**src/rtl/ex_muldiv.sv**
```systemverilog
// Iterative RV32M/RV64M multiply/divide unit: shift-add multiply and restoring divide,
// one bit per cycle, with divide-by-zero and signed-overflow answered without iterating.
module ex_muldiv #(
  parameter int XLEN       = 32,
  parameter int REG_ADDR_W = 5
) (
  input  logic                  clk,
  input  logic                  rst_n,
  input  logic                  valid_i,
  output logic                  ready_o,
  input  logic                  flush,
  input  logic [2:0]            aluop,
  input  logic [XLEN-1:0]       opv1,
  input  logic [XLEN-1:0]       opv2,
  input  logic [REG_ADDR_W-1:0] waddr_i,
  input  logic                  we_i,
  output logic                  valid_o,
  output logic [XLEN-1:0]       wdata,
  output logic [REG_ADDR_W-1:0] waddr_o,
  output logic                  we_o
);

  localparam int CNT_W = $clog2(XLEN) + 1;

  localparam logic [2:0] OP_MUL    = 3'b000;
  localparam logic [2:0] OP_MULH   = 3'b001;
  localparam logic [2:0] OP_MULHSU = 3'b010;
  localparam logic [2:0] OP_DIV    = 3'b100;
  localparam logic [2:0] OP_REM    = 3'b110;

  typedef enum logic [1:0] {S_IDLE, S_CALC, S_FIX, S_DONE} state_t;

  state_t                  r_state, w_next;
  logic [CNT_W-1:0]        r_cnt;
  logic [2:0]              r_op;
  logic [REG_ADDR_W-1:0]   r_waddr;
  logic                    r_we;
  logic                    r_neg_res;
  logic                    r_neg_rem;
  logic [XLEN-1:0]         r_dvsr;
  logic [2*XLEN-1:0]       r_acc;
  logic [XLEN-1:0]         r_rem;
  logic [XLEN-1:0]         r_wdata;
  logic [REG_ADDR_W-1:0]   r_waddr_o;
  logic                    r_we_o;

  logic                    w_accept, w_sgn1, w_sgn2, w_neg1, w_neg2;
  logic [XLEN-1:0]         w_mag1, w_mag2;
  logic                    w_div_zero, w_ovf, w_fast;
  logic [XLEN-1:0]         w_fast_res;
  logic [XLEN:0]           w_mul_sum, w_div_shift, w_div_diff;
  logic                    w_q_bit;
  logic [2*XLEN-1:0]       w_prod_fix;
  logic [XLEN-1:0]         w_quo_fix, w_rem_fix, w_fix_res;

  assign w_accept = valid_i && ready_o && !flush;

  assign w_sgn1 = (aluop == OP_MULH) || (aluop == OP_MULHSU) || (aluop == OP_DIV) || (aluop == OP_REM);
  assign w_sgn2 = (aluop == OP_MULH) || (aluop == OP_DIV) || (aluop == OP_REM);
  assign w_neg1 = w_sgn1 && opv1[XLEN-1];
  assign w_neg2 = w_sgn2 && opv2[XLEN-1];
  assign w_mag1 = w_neg1 ? -opv1 : opv1;
  assign w_mag2 = w_neg2 ? -opv2 : opv2;

  // aluop[1] separates REM* from DIV* among the divide codes.
  assign w_div_zero = aluop[2] && (opv2 == '0);
  assign w_ovf      = ((aluop == OP_DIV) || (aluop == OP_REM)) &&
                      (opv1 == {1'b1, {(XLEN-1){1'b0}}}) && (opv2 == '1);
  assign w_fast     = w_div_zero || w_ovf;
  assign w_fast_res = w_div_zero ? (aluop[1] ? opv1 : '1)
                                 : (aluop[1] ? '0   : opv1);

  assign w_mul_sum   = {1'b0, r_acc[2*XLEN-1:XLEN]} + {1'b0, r_dvsr};
  assign w_div_shift = {r_rem, r_acc[XLEN-1]};
  assign w_div_diff  = w_div_shift - {1'b0, r_dvsr};
  assign w_q_bit     = !w_div_diff[XLEN];

  assign w_prod_fix = r_neg_res ? -r_acc : r_acc;
  assign w_quo_fix  = r_neg_res ? -r_acc[XLEN-1:0] : r_acc[XLEN-1:0];
  assign w_rem_fix  = r_neg_rem ? -r_rem : r_rem;

  always_comb begin
    // NOTE: every output of a combinational block gets a default first so no latch is inferred.
    w_fix_res = w_prod_fix[2*XLEN-1:XLEN];
    case (r_op)
      OP_MUL:               w_fix_res = w_prod_fix[XLEN-1:0];
      3'b100, 3'b101:       w_fix_res = w_quo_fix;
      3'b110, 3'b111:       w_fix_res = w_rem_fix;
      default:              w_fix_res = w_prod_fix[2*XLEN-1:XLEN];
    endcase
  end

  always_comb begin
    w_next = r_state;
    case (r_state)
      S_IDLE:  if (w_accept) w_next = w_fast ? S_DONE : S_CALC;
      S_CALC:  if (r_cnt == '0) w_next = S_FIX;
      S_FIX:   w_next = S_DONE;
      S_DONE:  w_next = S_IDLE;
      default: w_next = S_IDLE;
    endcase
    if (flush) w_next = S_IDLE;
  end

  // NOTE: sequential state uses non-blocking assignments so all registers update from pre-edge values.
  always_ff @(posedge clk or negedge rst_n) begin
    if (!rst_n) r_state <= S_IDLE;
    else        r_state <= w_next;
  end

  // NOTE: the whole datapath is reset, so nothing from an interrupted operation survives a reset.
  always_ff @(posedge clk or negedge rst_n) begin
    if (!rst_n) begin
      r_cnt     <= '0;
      r_op      <= '0;
      r_waddr   <= '0;
      r_we      <= 1'b0;
      r_neg_res <= 1'b0;
      r_neg_rem <= 1'b0;
      r_dvsr    <= '0;
      r_acc     <= '0;
      r_rem     <= '0;
      r_wdata   <= '0;
      r_waddr_o <= '0;
      r_we_o    <= 1'b0;
    end else if (flush) begin
      r_cnt <= '0;
    end else begin
      case (r_state)
        S_IDLE: if (w_accept) begin
          r_op      <= aluop;
          r_waddr   <= waddr_i;
          r_we      <= we_i;
          r_neg_res <= w_neg1 ^ w_neg2;
          r_neg_rem <= w_neg1;
          r_cnt     <= CNT_W'(XLEN - 1);
          r_rem     <= '0;
          // Multiply keeps the multiplier in the low half; divide keeps the dividend there.
          r_dvsr    <= aluop[2] ? w_mag2 : w_mag1;
          r_acc     <= {{XLEN{1'b0}}, (aluop[2] ? w_mag1 : w_mag2)};
          if (w_fast) begin
            r_wdata   <= w_fast_res;
            r_waddr_o <= waddr_i;
            r_we_o    <= we_i;
          end
        end
        S_CALC: begin
          if (r_op[2]) begin
            r_rem <= w_q_bit ? w_div_diff[XLEN-1:0] : w_div_shift[XLEN-1:0];
            r_acc <= {r_acc[2*XLEN-1:XLEN], r_acc[XLEN-2:0], w_q_bit};
          end else if (r_acc[0]) begin
            r_acc <= {w_mul_sum, r_acc[XLEN-1:1]};
          end else begin
            r_acc <= {1'b0, r_acc[2*XLEN-1:1]};
          end
          if (r_cnt != '0) r_cnt <= r_cnt - CNT_W'(1);
        end
        S_FIX: begin
          r_wdata   <= w_fix_res;
          r_waddr_o <= r_waddr;
          r_we_o    <= r_we;
        end
        default: ;
      endcase
    end
  end

  assign ready_o = (r_state == S_IDLE);
  assign valid_o = (r_state == S_DONE) && !flush;
  assign we_o    = valid_o && r_we_o;
  assign wdata   = r_wdata;
  assign waddr_o = r_waddr_o;

endmodule
```
**config.mk**
```make
export PLATFORM = sky130hd
export DESIGN_NAME = ex_muldiv
export DESIGN_NICKNAME = d
export VERILOG_FILES = /design/src/rtl/ex_muldiv.sv
export SDC_FILE = /design/constraint.sdc
export NUM_CORES = 1
export LEC_CHECK = 0
export BUFFER_PORTS_ARGS = -buffer_cell sky130_fd_sc_hd__buf_4
export CORE_ASPECT_RATIO = 1.1
export CORE_UTILIZATION = 46
export DETAILED_ROUTE_END_ITERATION = 12
export GPL_TIMING_DRIVEN = 0
export SLEW_MARGIN = 0
export SYNTH_ARGS = -nofsm -noshare
export SYNTH_HDL_FRONTEND = slang
export SYNTH_SLANG_ARGS = --single-unit
```
**constraint.sdc**
```tcl
create_clock -name clk -period 4.8 [get_ports clk]
set_input_delay 0 -clock clk [delete_from_list [all_inputs] [get_ports clk]]
set_output_delay 0 -clock clk [all_outputs]
set_load 0.01 [all_outputs]
```
== After elaboration in Yosys (flattened, before gate mapping) ==
Cells that the tools add are included.

* Register bits after elaboration: 185
* Input bits: 77
* Output and inout bits: 40

* Add/sub/neg operators: 8
* Equal/unequal tests: 20
* Muxes and demuxes: 37
* Bitwise gates (word level): 2
* Reduce and logical (&&, ||, !) cells: 35

{| class="wikitable"
|+ Operators with widths
! kind !! count
|-
| $mux W32 || 14
|-
| $mux W64 || 4
|-
| $neg A32 Y32 || 4
|-
| $pmux W32 S2 || 2
|-
| $pmux W64 S2 || 1
|-
| $pmux W32 S3 || 1
|-
| $eq A32 B32 Y1 const B || 2
|-
| $neg A64 Y64 || 1
|-
| $add A32 B32 Y33 || 1
|-
| $sub A33 B32 Y33 || 1
|-
| $logic_not A32 Y1 || 1
|-
| $eq A3 B3 Y1 const B || 6
|-
| $mux W6 || 3
|-
| $pmux W6 S2 || 1
|-
| $reduce_and A4 Y1 || 3
|-
| $mux W5 || 2
|-
| $pmux W5 S2 || 1
|-
| $logic_and A1 B1 Y1 || 9
|-
| $reduce_and A3 Y1 || 3
|-
| $mux W2 || 4
|-
| $pmux W2 S4 || 1
|-
| $logic_or A1 B1 Y1 || 7
|-
| $logic_not A6 Y1 || 1
|-
| $ne A3 B3 Y1 const B || 2
|-
| other kinds (20) || 27
|}

== Depth between registers and ports, before layout ==
Gate-level depths: netlist (run 1).

* Depth in word-level cells: 9
* Gate-level depth with buffers: 15

== Worst setup path before layout (run 1) ==
No wires, ideal clock.

* Path kind: reg-to-reg
* From: register r_acc[31]
* To: register r_rem[0]
* Library setup time: 0.121 ns
* Arrival: 3.256 ns
* Data required time: 4.679 ns
* Slack: 1.423 ns
* Cell stages (with the launch flop): 15
* Path buffers: 3
* Clock period less this slack: 3.377 ns
* Path through: dfrtp_1 > clkbuf_1 > inv_1 > ha_1 > fa_1 > nand2b_1 > a21o_1 > a21o_1 > a21o_1 > o21a_1 > o311ai_1 > clkbuf_1 > clkbuf_1 > o21ai_0 > a22o_1

* Cells in the longest elaborated chain, start to end: 4

{| class="wikitable"
|+ RTL lines
! element !! RTL line !! RTL
|-
| from (decl) || 41 || <nowiki>logic [2*XLEN-1:0] r_acc;</nowiki>
|-
| from (signal assigned) || 140 || <nowiki>r_acc <= {{XLEN{1'b0}}, (aluop[2] ? w_mag1 : w_mag2)};</nowiki>
|-
| from (signal assigned) || 150 || <nowiki>r_acc <= {r_acc[2*XLEN-1:XLEN], r_acc[XLEN-2:0], w_q_bit};</nowiki>
|-
| from (signal assigned) || 152 || <nowiki>r_acc <= {w_mul_sum, r_acc[XLEN-1:1]};</nowiki>
|-
| $sub A33 B32 Y33 || 75 || <nowiki>assign w_div_diff = w_div_shift - {1'b0, r_dvsr};</nowiki>
|-
| $mux W32 (*) || 149 || <nowiki>r_rem <= w_q_bit ? w_div_diff[XLEN-1:0] : w_div_shift[XLEN-1:0];</nowiki>
|-
| $mux W32 (*) || 148 || <nowiki>if (r_op[2]) begin</nowiki>
|-
| $pmux W32 S2 (*) || 129 || <nowiki>case (r_state)</nowiki>
|-
| to (signal assigned) || 149 ||
|-
| to (decl) || 42 || <nowiki>logic [XLEN-1:0] r_rem;</nowiki>
|}

Mark *: on every way between the ends. The rest lies on a longest branch, timed or not. The select of a mux whose other input is x is not followed.
A chain may end at the register's enable or synchronous reset.

== Worst setup path in the final report (run 1) ==
* From: register r_acc[31]
* To: register r_rem[1]

* Cells in the longest elaborated chain, start to end: 4

{| class="wikitable"
|+ RTL lines
! element !! RTL line
|-
| $sub A33 B32 Y33 || 75
|-
| $mux W32 || 149
|-
| $mux W32 || 148
|-
| $pmux W32 S2 || 129
|}

No other way between the ends. The select of a mux whose other input is x is not followed.

==> results of run 1 <==
==> flip-flops by register name (all words and copies together) (netlist names) <==
| signal | count |
|---|---|
| r_op | 3 |
| r_dvsr | 32 |
| r_state | 2 |
| waddr_o | 5 |
| r_we_o | 1 |
| r_waddr | 5 |
| r_neg_rem | 1 |
| r_acc | 64 |
| r_cnt | 6 |
| r_we | 1 |
| wdata | 32 |
| r_rem | 32 |
| r_neg_res | 1 |
==> where the power goes <==
part / switching, mW / total, mW / leakage (nW) / internal, mW
Combinational: 4.69 / 7.19 / 5.58 / 2.50
Sequential: 0.898 / 3.00 / 2.42 / 2.10
Clock: 0.750 / 1.57 / 0.312 / 0.816
Total: 6.33 / 11.8 / 8.31 / 5.42
==> tightest hold or removal path, cell delays in order <==
cell	delay, ns
buf_4	0.11
xor2_1	0.11
a21oi_1	0.17
o21ai_0	0.08
==> how the worst max path moves through the flow <==
stage                         start        end  slack, ns  cells past startpoint
final                     r_acc[31]   r_rem[1]       0.29                     14
after global routing      r_acc[31]  r_rem[29]       0.16                     15
after CTS                 r_acc[31]   r_rem[0]       0.11                     14
after detailed placement  r_acc[31]   r_rem[0]       0.17                     14
after global placement    r_acc[31]  r_rem[18]       0.26                     14
after floorplan           r_acc[31]   r_rem[0]       1.42                     14
==> cells by family (layout without fill, tap and decap cells) <==
group	after synthesis	count (layout)	synth area share
XOR/XNOR	194	194	0.101
buffers and inverters	204	366	0.0463
AO/OA/AOI/OAI	720	720	0.271
AND/OR/NAND/NOR	684	684	0.189
flip-flops	185	185	0.274
multiplexers	77	77	0.0484
adder cells (fa/ha/maj)	98	98	0.0704
==> what timing repair did <==
item	CTS	global route
endpoints found under the hold margin	106	0
hold buffers	14	0
resized for setup	0	4
endpoints found under the setup margin	0	12
==> placed cells by master (no fill, tap or decap), types with 16 or more instances in the layout <==
cell	netlist	layout
inv_1	63	63
xnor2_1	88	88
buf_4	1	115
maj3_1	21	21
nand2_1	258	258
nor3_1	35	35
clkbuf_1	116	114
mux2_2	37	37
o22ai_1	22	22
dfrtp_1	185	185
o221ai_1	24	24
nor2_1	202	202
a21oi_1	169	169
ha_1	75	75
mux2i_1	40	40
nor4_1	17	17
or4_1	16	16
clkbuf_16	0	17
a22oi_1	20	20
nand3_1	29	29
o41ai_1	24	24
o21ai_0	219	219
a21o_1	49	49
a211oi_1	41	41
nand2b_1	17	17
nand4_1	21	21
xor2_1	106	106
or3_1	16	16
o31ai_1	36	36
==> per-stage QoR <==
step / total power [mW] / setup WS [ns] / cells / hold WS (ns) / utilization
finish: 11.8 / 0.291 / 2811 / 0.0415 / 0.530
global route: 12.4 / 0.162 / 2811 / 0.0707 / 0.530
CTS: 11.5 / 0.114 / 2811 / 0.0133 / 0.530
detailed placement: 9.91 / 0.172 / 2765 / 0.0903 / 0.509
global placement: 9.85 / 0.261 / 2764 / 0.247 / 0.508
floorplan: 7.23 / 1.42 / 2162 / -0.296 / -
==> metal layers <==
metal / vias to the layer above / GRT usage
met5: - / 0
met3: 180 / 0.0535
met2: 780 / 0.626
met1: 8569 / 0.488
met4: 0 / 0.268
li1: 8173 / -
==> final cells by class <==
| cell class | instances | area (sq um) |
|---|---|---|
| Clock inverter | 14 | 203 |
| Tap cell | 487 | 609 |
| Sequential cell | 185 | 4630 |
| Fill cell | 3642 | 17000 |
| Timing Repair Buffer | 130 | 1040 |
| Multi-Input combinational cell | 1773 | 11500 |
| Clock buffer | 18 | 439 |
| Buffer | 140 | 544 |
| Inverter | 64 | 240 |
==> results_dict.tcl, run 1 <==
set metrics [dict create \
    layout-drive-gt1-share 0.0990 \
    worst_ir_drop_vdd_uv 372 \
    drt_iter0_markers 1615 \
    crit_slowest_cell "o311ai_1" \
    r2r_slack_ns 0.29 \
    r2r_end "r_rem[1]" \
    cpMostUsedCell "a21o_1" \
    syn_area_sq_um 16900 \
    period_needed_ns 4.51 \
    drt-total-wl_mm 71.9 \
    cts_root_buf "clkbuf_16" \
    p_leak_nw 8.31 \
    synth.distinct_cells 81 \
    clk_pin_slew_ns 0.08 \
    cpPeakStageDelay_ns 0.53 \
    end_kind "flip-flop" \
    finalSetupTns_ns 0 \
    globalplace.congestion 1.02 \
    hold_viol_final 0 \
    hold_depth 4 \
    r2r-start "r_acc[31]" \
    hold_class "input port to flip-flop" \
    cp_cell_sequence "clkbuf_1, inv_1, ha_1, fa_1, nand2b_1, a21o_1, a21o_1, a21o_1, o21a_1, o311ai_1, clkbuf_2, buf_1, o21ai_0, a22o_1" \
    fin_crit_sh 0.939 \
    hpwl_mm 58.2 \
    path_max_fanout 10 \
    yosys.area.top_type "dfrtp_1" \
    tightest_slew_ns 0.922 \
    vias 17700 \
    netlist_top_cells_area "dfrtp_1 (27%), o21ai_0 (6.5%), nand2_1 (5.7%)" \
    rsz0062_at_grt "false" \
    worst_r2r_path_depth 14 \
    die_x_um 185 \
    maxSlewViolCount 0 \
    cts_setup_buffers 0 \
    fin_worst_skew_ns 0.0117 \
    drcViolationCount 0 \
    hp-start "opv2[16]" \
    worstPathRequired_ns 5.16 \
    clkSinkCount 185 \
    ant_nets 0 \
    critical_path.top_delay_family "compound AO/OA/AOI/OAI gates" \
    start_util 0.467 \
    ys.warnings.count 0 \
    crit_type "flip-flop to flip-flop" \
    syn_to_final_growth_pct 13.6 \
    synth_nets 2316 \
    design_area_sq_um 19200 \
    grt_pass1_vias 17100 \
    io_buffer_count 115 \
    synth.top_cell.area_share 0.274 \
    holdPathEnd "r_dvsr[16]" \
    synthFlopType "dfrtp_1" \
    cts_buffers 17 \
    yosysSeqAreaShare 0.274 \
    arrival_ns 4.87 \
    grt_max_degree 98 \
    fp-row-count 73 \
    drv_cap 0 \
    antennaDiodeCount 0 \
    path_buf_inv 4 \
    status "finished, final reports clean" \
    track_usage 0.392 \
    drt_first_pass_iters 7 \
    synthCells 2162 \
    routedWlPerCell_um 25.6 \
    final_nets 2465 \
    coreArea_sq_um 36200 \
    met1Wirelength_mm 29.1 \
    synthTopCellsByCount "nand2_1 (258), o21ai_0 (219), nor2_1 (202)" \
    dpl-instance-area_sq_um 18400 \
    top_layer "met4" \
    antenna_found_initial 0 \
    synth_edf_count 0 \
    synthMostInstantiatedCell "nand2_1" \
    ys_async_sr_fraction 1.00 \
    ios 117 \
    avgViaCountPerCell 6.30 \
    setup_viol 0 \
    avgSynthCellArea_sq_um 7.81 \
    fmaxAchievable_ghz 0.222 \
    htree_levels 4 \
    critPathLaunchType "flip-flop" \
    met3_length_mm 4.50 \
    cts_tree "built" \
    clk_latency_ns 0.48 \
    clockBufferDepth 2 \
    die_area_sq_um 37500 \
    overflow 0 \
    relSlewSlack 0.383 \
    grt_pass1_wl_mm 108 \
    ys_ff_latch 185 \
    p_per_area_nw_per_um2 613 \
    wl_met2_mm 33.1 \
    die_h_um 203 \
]
Note: power is estimated with default switching activity, not from simulation.
==> inputs of run 2 (changes only) <==
Settings changed: CTS_BUF_LIST set to sky130_fd_sc_hd__clkbuf_16.
==> run 2 against run 1 <==
  * First-iteration DRC count decreased by 1.7%
  * Via count decreased by 0.15%
  * Combinational power is essentially flat
  * Setup slack gained 0.018 ns
  * Power decreased by 0.22%
  * Wire length is essentially flat
  * Maximum frequency grew 0.39%
  * Count of clock-buffer cells in the layout fell by 1
  * Sequential share of layout area about the same
  * Critical path type unchanged
  * Highest routed layer unchanged
==> results_dict.tcl, run 2 (synthesis gave the netlist of run 1 again) <==
set metrics [dict create \
    routedWlPerCell_um 25.6 \
    fin_worst_skew_ns 0.0110 \
    hold_class "input port to flip-flop" \
    r2r_slack_ns 0.31 \
    overflow 0 \
    hpwl_mm 58.2 \
    drt_iter0_markers 1588 \
    period_needed_ns 4.49 \
    cp_cell_sequence "clkbuf_1, inv_1, ha_1, fa_1, nand2b_1, a21o_1, a21o_1, a21o_1, o21a_1, o311ai_1, clkbuf_2, buf_1, o21ai_0, a22o_1" \
    cts_buffers 17 \
    largest_register "r_acc" \
    critPathLaunchType "flip-flop" \
    grt_max_degree 98 \
    drt-total-wl_mm 71.9 \
    cts_root_buf "clkbuf_16" \
    clk_latency_ns 0.48 \
    cp-startpoint "r_acc[31]" \
    p_leak_nw 8.31 \
    fp-row-count 73 \
    globalplace.congestion 1.02 \
    cpMostUsedCell "a21o_1" \
    maxSlewViolCount 0 \
    worstPathRequired_ns 5.16 \
    design_area_sq_um 19200 \
    fill_cells 3642 \
    relSlewSlack 0.385 \
    fin_util 0.530 \
    track_usage 0.392 \
    start_util 0.467 \
    grt_pass1_vias 17100 \
    drt_first_pass_iters 6 \
    fin_crit_sh 0.936 \
    layout_commonest_cell "nand2_1" \
    crit_type "flip-flop to flip-flop" \
    cts_tree "built" \
    cp-endpoint "r_rem[1]" \
    p_per_area_nw_per_um2 612 \
    crit_slowest_cell "o311ai_1" \
    clockBufferDepth 2 \
    finalSetupTns_ns 0 \
    final_nets 2465 \
    arrival_ns 4.85 \
    avgViaCountPerCell 6.29 \
    critical_path.top_delay_family "compound AO/OA/AOI/OAI gates" \
    final_cell_mix "nand2_1 (258), o21ai_0 (219), nor2_1 (202)" \
    drv_cap 0 \
    io_buffer_count 115 \
    r2r_end "r_rem[1]" \
    r2r-start "r_acc[31]" \
    fmaxAchievable_ghz 0.223 \
    status "finished, final reports clean" \
    vias 17700 \
    layout-drive-gt1-share 0.0985 \
    rsz0062_at_grt "false" \
    clk_pin_slew_ns 0.08 \
    worst_r2r_path_depth 14 \
    setup_viol 0 \
    syn_to_final_growth_pct 13.5 \
    clkSinkCount 185 \
    drcViolationCount 0 \
    die_x_um 185 \
    ant_nets 0 \
    largest_reg_flops 64 \
    die_h_um 203 \
    tightest_slew_ns 0.920 \
    path_buf_inv 4 \
    antenna_found_initial 0 \
    die_area_sq_um 37500 \
    end_kind "flip-flop" \
    ios 117 \
    coreArea_sq_um 36200 \
    path_depth 14 \
    dpl-instance-area_sq_um 18400 \
    cts_setup_buffers 0 \
    hold_viol_final 0 \
    grt_pass1_wl_mm 108 \
    path_max_fanout 10 \
    htree_levels 4 \
    worst_ir_drop_vdd_uv 374 \
    antennaDiodeCount 0 \
    cpPeakStageDelay_ns 0.53 \
]
[run 2: area by class of cell]
| class | instances | area, sq um | area share |
|---|---|---|---|
| Tap cell | 487 | 609 | 0.0318 |
| Timing Repair Buffer | 130 | 1040 | 0.0542 |
| Clock buffer | 17 | 425 | 0.0222 |
| Sequential cell | 185 | 4630 | 0.241 |
| Clock inverter | 15 | 206 | 0.0108 |
| Buffer | 140 | 544 | 0.0284 |
| Multi-Input combinational cell | 1773 | 11500 | 0.599 |
| Inverter | 64 | 240 | 0.0125 |
[run 2: power by group]
part | internal, mW | switching, mW
logic | 2.50 | 4.68
clock network | 0.799 | 0.748
registers | 2.10 | 0.898
[run 2: tightest hold or removal path: cells and delay by family]
family / cells / cell delay (ns)
buf+inv: 1 / 0.10
simple gates: 2 / 0.16
compound gates: 1 / 0.08
xor+xnor: 1 / 0.12
[run 2: what timing repair did]
item,in CTS,in global routing
hold buffers,14,0
endpoints found under the hold margin,106,0
setup endpoints to repair,0,12
gates resized for setup,0,4
[run 2: through the flow]
step / power [mW] / std cells / worst slack (ns) / hold slack (ns)
global placement: 9.85 / 2764 / 0.261 / 0.247
finish: 11.7 / 2811 / 0.308 / 0.0367
global route: 12.4 / 2811 / 0.162 / 0.0707
detailed placement: 9.91 / 2765 / 0.172 / 0.0903
CTS: 11.5 / 2811 / 0.114 / 0.0133
floorplan: 7.23 / 2162 / 1.42 / -0.296
[run 2: worst min path at each step]
| stage | cells past startpoint | slack (ns) | to | start |
|---|---|---|---|---|
| 2_1_floorplan | 0 | -0.30 | r_acc[0] | rst_n |
| 5_1_grt | 5 | 0.07 | wdata[28] | opv1[28] |
| 3_3_place_gp | 2 | 0.25 | r_waddr[2] | waddr_i[2] |
| 3_5_place_dp | 1 | 0.09 | r_rem[23] | rst_n |
| 6_report | 5 | 0.04 | r_acc[10] | opv2[10] |
| 4_1_cts | 5 | 0.01 | r_acc[10] | opv2[10] |
[run 2: per-layer routing]
metal,vias up,part of all wire,track usage
li1,8174,-,-
met1,8523,0.40,0.488
met3,173,0.064,0.0535
met5,-,0,0
met4,0,0.073,0.268
met2,806,0.46,0.626
